$ cat config.mk
export PLATFORM = sky130hd
export DESIGN_NAME = conff_unit
export DESIGN_NICKNAME = d
export VERILOG_FILES = /design/src/rtl/conff_pkg.sv /design/src/rtl/conff_sat_ctr.sv /design/src/rtl/conff_unit.sv
export SDC_FILE = /design/constraint.sdc
export NUM_CORES = 1
export LEC_CHECK = 0
export ABC_AREA = 1
export ABC_CLOCK_PERIOD_IN_PS = 900
export BUFFER_PORTS_ARGS = -buffer_cell sky130_fd_sc_hd__buf_2
export CORE_ASPECT_RATIO = 1.2
export CORE_MARGIN = 1
export CORE_UTILIZATION = 38
export CTS_BUF_LIST = sky130_fd_sc_hd__clkbuf_8 sky130_fd_sc_hd__clkbuf_16
export DETAILED_ROUTE_END_ITERATION = 12
export MAX_ROUTING_LAYER = met4
export PLACE_DENSITY = 0.79
export SLEW_MARGIN = 40
export SYNTH_ARGS = -nofsm -noshare
export SYNTH_HDL_FRONTEND = slang
export SYNTH_SLANG_ARGS = --single-unit
$ cat constraint.sdc
create_clock -name clk -period 0.9 [get_ports clk]
set_input_delay 0.09 -clock clk [delete_from_list [all_inputs] [get_ports clk]]
set_output_delay 0.09 -clock clk [all_outputs]
set_load 0.005 [all_outputs]
$ cat src/rtl/conff_pkg.sv
// conff_pkg: condition codes, stage record and evaluator shared by the conff_unit slice.
package conff_pkg;
  localparam int MAX_W = 64;
  localparam logic [3:0] C2_ZERO   = 4'h0;
  localparam logic [3:0] C2_GT     = 4'h1;
  localparam logic [3:0] C2_ALWAYS = 4'h2;
  localparam logic [3:0] C2_ODD    = 4'h3;
  localparam logic [3:0] C2_NZERO  = 4'h4;
  localparam logic [3:0] C2_LE     = 4'h5;
  localparam logic [3:0] C2_NEVER  = 4'h6;
  localparam logic [3:0] C2_EVEN   = 4'h7;
  localparam logic [3:0] C2_POS    = 4'h8;
  localparam logic [3:0] C2_NEG    = 4'hC;
  typedef struct packed {
    logic valid;
    logic met;
    logic illegal;
  } stage_t;
  typedef enum logic {ST_EMPTY, ST_PENDING} pend_st_t;
  // Operand arrives zero-extended; msb selects the sign bit of the real width.
  function automatic logic [1:0] cond_eval(input logic [MAX_W-1:0] data, input logic [5:0] msb,
                                           input logic [3:0] c2);
    logic z, n;
    z = ~|data;
    n = data[msb];
    case (c2)
      C2_ZERO:   cond_eval = {1'b0, z};
      C2_NZERO:  cond_eval = {1'b0, ~z};
      C2_POS:    cond_eval = {1'b0, ~n};
      C2_NEG:    cond_eval = {1'b0, n};
      C2_GT:     cond_eval = {1'b0, ~n & ~z};
      C2_LE:     cond_eval = {1'b0, n | z};
      C2_ALWAYS: cond_eval = 2'b01;
      C2_NEVER:  cond_eval = 2'b00;
      C2_ODD:    cond_eval = {1'b0, data[0]};
      C2_EVEN:   cond_eval = {1'b0, ~data[0]};
      default:   cond_eval = 2'b10;
    endcase
  endfunction
endpackage

$ cat src/rtl/conff_sat_ctr.sv
// conff_sat_ctr: saturating up-counter with synchronous clear taking priority over increment.
module conff_sat_ctr #(
  parameter int W = 16
) (
  input  logic         clk,
  input  logic         clr_n,
  input  logic         clr,
  input  logic         inc,
  output logic [W-1:0] cnt
);
  logic [W-1:0] r_cnt;
  always_ff @(posedge clk or negedge clr_n)
    if (!clr_n) r_cnt <= '0;
    else if (clr) r_cnt <= '0;
    else if (inc && !(&r_cnt)) r_cnt <= r_cnt + 1'b1;
  assign cnt = r_cnt;
endmodule

$ cat src/rtl/conff_unit.sv
// conff_unit: pipelined branch-condition evaluator with pending/ack handshake.
// Define CONFF_STATS_EN to add taken/not-taken landing counters.
module conff_unit
  import conff_pkg::*;
#(
  parameter int DATA_W      = 32,
  parameter int PIPE_STAGES = 1
) (
  input  logic              clk,
  input  logic              clr_n,
  input  logic [DATA_W-1:0] bus_out,
  input  logic [3:0]        c2,
  input  logic              con_in,
  input  logic              cond_ack,
  input  logic              flush,
  output logic              cond_met,
  output logic              cond_valid,
  output logic              cond_pending,
  output logic              overrun,
  output logic              illegal_c2
`ifdef CONFF_STATS_EN
  ,
  input  logic              stats_clr,
  output logic [15:0]       taken_cnt,
  output logic [15:0]       not_taken_cnt
`endif
);
  logic [1:0] w_eval;
  stage_t     w_cap, w_land;
  logic       w_land_v;
  logic       r_met, r_valid, r_ovr, r_ill;
  pend_st_t   r_st;
  assign w_eval = cond_eval(MAX_W'(bus_out), 6'(DATA_W - 1), c2);
  assign w_cap  = '{valid: con_in & ~flush, met: w_eval[0], illegal: w_eval[1]};
  // With a single stage the capture edge is also the landing edge.
  if (PIPE_STAGES == 1) begin : g_direct
    assign w_land = w_cap;
  end else begin : g_pipe
    stage_t r_stg [PIPE_STAGES-1];
    always_ff @(posedge clk or negedge clr_n)
      if (!clr_n) for (int i = 0; i < PIPE_STAGES - 1; i++) r_stg[i] <= '0;
      else if (flush) for (int i = 0; i < PIPE_STAGES - 1; i++) r_stg[i] <= '0;
      else begin
        r_stg[0] <= w_cap;
        for (int i = 1; i < PIPE_STAGES - 1; i++) r_stg[i] <= r_stg[i-1];
      end
    assign w_land = r_stg[PIPE_STAGES-2];
  end
  assign w_land_v = w_land.valid & ~flush;
  always_ff @(posedge clk or negedge clr_n)
    if (!clr_n) begin
      r_st    <= ST_EMPTY;
      r_met   <= 1'b0;
      r_ill   <= 1'b0;
      r_valid <= 1'b0;
      r_ovr   <= 1'b0;
    end else if (flush) begin
      r_st    <= ST_EMPTY;
      r_valid <= 1'b0;
      r_ovr   <= 1'b0;
    end else begin
      r_valid <= w_land_v;
      if (w_land_v) begin
        r_met <= w_land.met;
        r_ill <= w_land.illegal;
      end
      if (w_land_v && r_st == ST_PENDING && !cond_ack) r_ovr <= 1'b1;
      r_st <= w_land_v ? ST_PENDING : (cond_ack ? ST_EMPTY : r_st);
    end
  assign cond_met     = r_met;
  assign cond_valid   = r_valid;
  assign cond_pending = (r_st == ST_PENDING);
  assign overrun      = r_ovr;
  assign illegal_c2   = r_ill;
`ifdef CONFF_STATS_EN
  logic w_cnt_v;
  assign w_cnt_v = w_land_v & ~w_land.illegal;
  conff_sat_ctr #(.W(16)) u_taken (
    .clk(clk), .clr_n(clr_n), .clr(stats_clr), .inc(w_cnt_v & w_land.met), .cnt(taken_cnt)
  );
  conff_sat_ctr #(.W(16)) u_not_taken (
    .clk(clk), .clr_n(clr_n), .clr(stats_clr), .inc(w_cnt_v & ~w_land.met), .cnt(not_taken_cnt)
  );
`endif
endmodule

==> results.sh <==
export IMPL_grt_pass1_wl_mm=2.57
export IMPL_final_cell_mix="44 x buf_2, 29 x nor2_1, 25 x nand2_1, 13 x inv_1, 12 x inv_2"
export IMPL_final_common_cell="buf_2"
export IMPL_syn_nets=154
export IMPL_clock_root_buffer="clkbuf_8"
export IMPL_dpl_hpwl_mm=1.37
export IMPL_outcome="finished, final reports clean"
export IMPL_netlist_area_leader_share_pct=21.0
export IMPL_antenna_found_initial=0
export IMPL_cp_arrival_ns=0.95
export IMPL_clock_sinks=5
export IMPL_switching_share_pct=27.1
export IMPL_dr_first_iter_drc_count=13
export IMPL_area_growth_pct=64.6
export IMPL_r2r_end="overrun$_DFFE_PN0P_"
export IMPL_pre_cts_ws_ns=-0.180
export IMPL_pwr_share_clk_pct=41.6
export IMPL_synthMuxAreaShare_pct=0
export IMPL_p_per_area_mw_per_mm2=976
export IMPL_grt_start_max_net_pins=6
export IMPL_yosys_warnings=0
export IMPL_holdPathEnd="cond_pending$_DFFE_PN0P_"
export IMPL_track_usage_pct=20.7
export IMPL_tritoncts="done"
export IMPL_synth_compound_area_share_pct=4.61
export IMPL_wirelength_mm=1.57
export IMPL_final_util_pct=68.0
export IMPL_drt_pass1_iter_count=4
export IMPL_grt_remaining_overflow=0
export IMPL_required_ns=1.00
export IMPL_drt_antenna_violating_nets=0
export IMPL_hold_violations=0
export IMPL_fmax_ghz=1.18
export IMPL_fin_skew_ns=0.00471
export IMPL_setup_viol=0
export IMPL_synth_top_family_by_area="simple AND/OR/NAND/NOR gates"
export IMPL_fin_ws_ns=0.0517
export IMPL_vias=857
export IMPL_multiInputGateArea_um2=384
export IMPL_start_util_pct=41.3
export IMPL_die_area_mm2=0.00173
export IMPL_r2r_cells=1
export IMPL_p_switching_uw=260
export IMPL_port_buffers=45
export IMPL_whs_path_depth=3
export IMPL_tightest_slew_ns=0.223
export IMPL_yosys_area_share_adder_pct=0
export IMPL_cap_violations=0
export IMPL_worst_hold_path_type="primary input to flop"
export IMPL_hold_start="con_in"
export IMPL_die_h_um=45.4
export IMPL_reg2reg_slack_ns=0.14
export IMPL_netlist_instances=113
export IMPL_gp_congestion=0.779
export IMPL_criticalPathCategory="primary input to flop"
export IMPL_h_tree_depth=1
export IMPL_slowest_stage="and2_1"
export IMPL_cts_setup_buffers=0
export IMPL_crit_top_cell="nand2_1"
export IMPL_fill_cells=149
export IMPL_worstSetupEndpointType="flop"
export IMPL_core_region_area_mm2=0.00145
export IMPL_timing_rr_start="cond_pending$_DFFE_PN0P_"
export IMPL_numCtsBuffers=3
export IMPL_p_leak_nw=0.586
export IMPL_seqCellArea_um2=125
export IMPL_rsz0062_at_grt="true"
export IMPL_vdd_drop_max_v=0.000422
export IMPL_relSlewSlack_pct=85.0
export IMPL_start_kind="primary input"
export IMPL_row_count=15
export IMPL_synth_xor_area_share_pct=1.47
export IMPL_ys_types=18
export IMPL_drc=0
export IMPL_yosysSeqAreaShare_pct=21.0
export IMPL_final_nets=215
export IMPL_fin_crit_sh_pct=94.3
export IMPL_drive_above_1_share_pct=45.1
export IMPL_seqPwrFrac_pct=26.7
export IMPL_ys_seq_elements=5
export IMPL_yosysTopAreaCell="dfrtp_1"
export IMPL_ios=46
export IMPL_insertion_delay_ns=0.22
export IMPL_critPathMaxStageDelay_ns=0.12
export IMPL_crit_chain="buf_2 -> nor2_2 -> and2_1 -> nand2_1 -> nor2_1 -> nand2_1 -> nand2_1 -> nand2_1 -> nor2_1 -> nand2_1 -> nand2_1 -> nand2_1"
export IMPL_synth_simple_area_share_pct=57.9
export IMPL_clkTransAtPathRegs_ns=0.04
export IMPL_cp_max_fo=2
export IMPL_clock_path_buffers=2
export IMPL_die_w_um=38.2
export IMPL_p_int_uw=698
export IMPL_via_per_inst=4.51
export IMPL_report_final_slew_viol_count=0
export IMPL_n_antenna_cell=0
export IMPL_p_comb_share_pct=31.7
export IMPL_synth_area_top_cells="dfrtp_1 21%, nor2_1 19%, nand2_1 16%"
export IMPL_syn_cell_area_um2=597
export IMPL_startpoint="bus_out[21]"
export IMPL_synth_avg_cell_area_um2=5.28
export IMPL_wl_per_cell_um=8.24
export IMPL_grt_pass1_vias=769
export IMPL_period_needed_ns=0.848
==> how the worst max path moves through the flow <==
stage | to | cells after the start | slack, ns
after floorplan | cond_met$_DFFE_PN0P_ | 12 | 0.007
after global placement | cond_met$_DFFE_PN0P_ | 13 | -0.17
after detailed placement | cond_met$_DFFE_PN0P_ | 13 | -0.18
after CTS | cond_met$_DFFE_PN0P_ | 13 | 0.04
after global routing | cond_met$_DFFE_PN0P_ | 13 | -0.09
final | cond_met$_DFFE_PN0P_ | 12 | 0.05
==> state kept, by name (all words and copies together) (netlist names) <==
register / flops
cond_valid: 1
cond_pending: 1
overrun: 1
cond_met: 1
illegal_c2: 1
==> logic make-up after synthesis <==
family	Yosys count
compound gates	4
xor+xnor	1
buf+inv	24
flops	5
simple gates	79
==> worst max-delay path: cells and delay by family <==
| family | cells | cell delay (ns) |
|---|---|---|
| simple gates | 11 | 0.75 |
| buf+inv | 1 | 0.11 |
==> stage by stage <==
stage                     area (µm²)  hold WS (ns)  power [mW]  instances  setup TNS, ns
final                            982         0.135       0.959        190              0
after global routing             982         0.146        1.04        190        -0.0910
after CTS                        973         0.138       0.961        190              0
after detailed placement         918       -0.0877       0.553        185         -0.180
after global placement           918       -0.0932       0.542        185         -0.171
after floorplan                  597        -0.206       0.375        113              0
==> power by group through the flow <==
stage / Clock (mW) / Combinational [mW] / Sequential [mW]
after global routing: 0.432 / 0.344 / 0.259
after global placement: 0 / 0.285 / 0.257
after floorplan: 0 / 0.114 / 0.261
after detailed placement: 0 / 0.294 / 0.259
final: 0.399 / 0.304 / 0.256
after CTS: 0.406 / 0.299 / 0.257
==> cell usage after synthesis <==
cell type	n
inv_1	18
xnor2_1	1
nor2_2	3
and2_1	1
or2_1	1
nand4_1	1
nor3_1	2
a32o_1	1
nor2_1	30
o21ai_0	2
inv_2	6
o31ai_1	1
and2_0	1
nand2_1	25
nand2_4	1
nand2_2	3
dfrtp_1	5
nand3_1	11
==> layer usage <==
metal	up-vias	part of all wire, %	track usage, %
li1	456	-	-
met1	369	38	18.5
met2	32	58	42.4
met3	0	4.9	2.94
met4	0	0	5.71
met5	-	0	-
==> repair_timing <==
action                                 CTS  global route
setup endpoints to repair                0             1
gates resized for setup                  0             9
hold buffers                             1             0
endpoints found under the hold margin    5             0
==> layout make-up <==
| class | instances | area share [%] |
|---|---|---|
| clock buffer | 3 | 4.20 |
| clock inverter | 1 | 0.382 |
| tap | 17 | 2.17 |
| timing repair buffer | 56 | 32.2 |
| multi-input combinational | 84 | 39.1 |
| inverter | 24 | 9.17 |
| sequential | 5 | 12.7 |
Note: power is estimated with default switching activity, not from simulation.
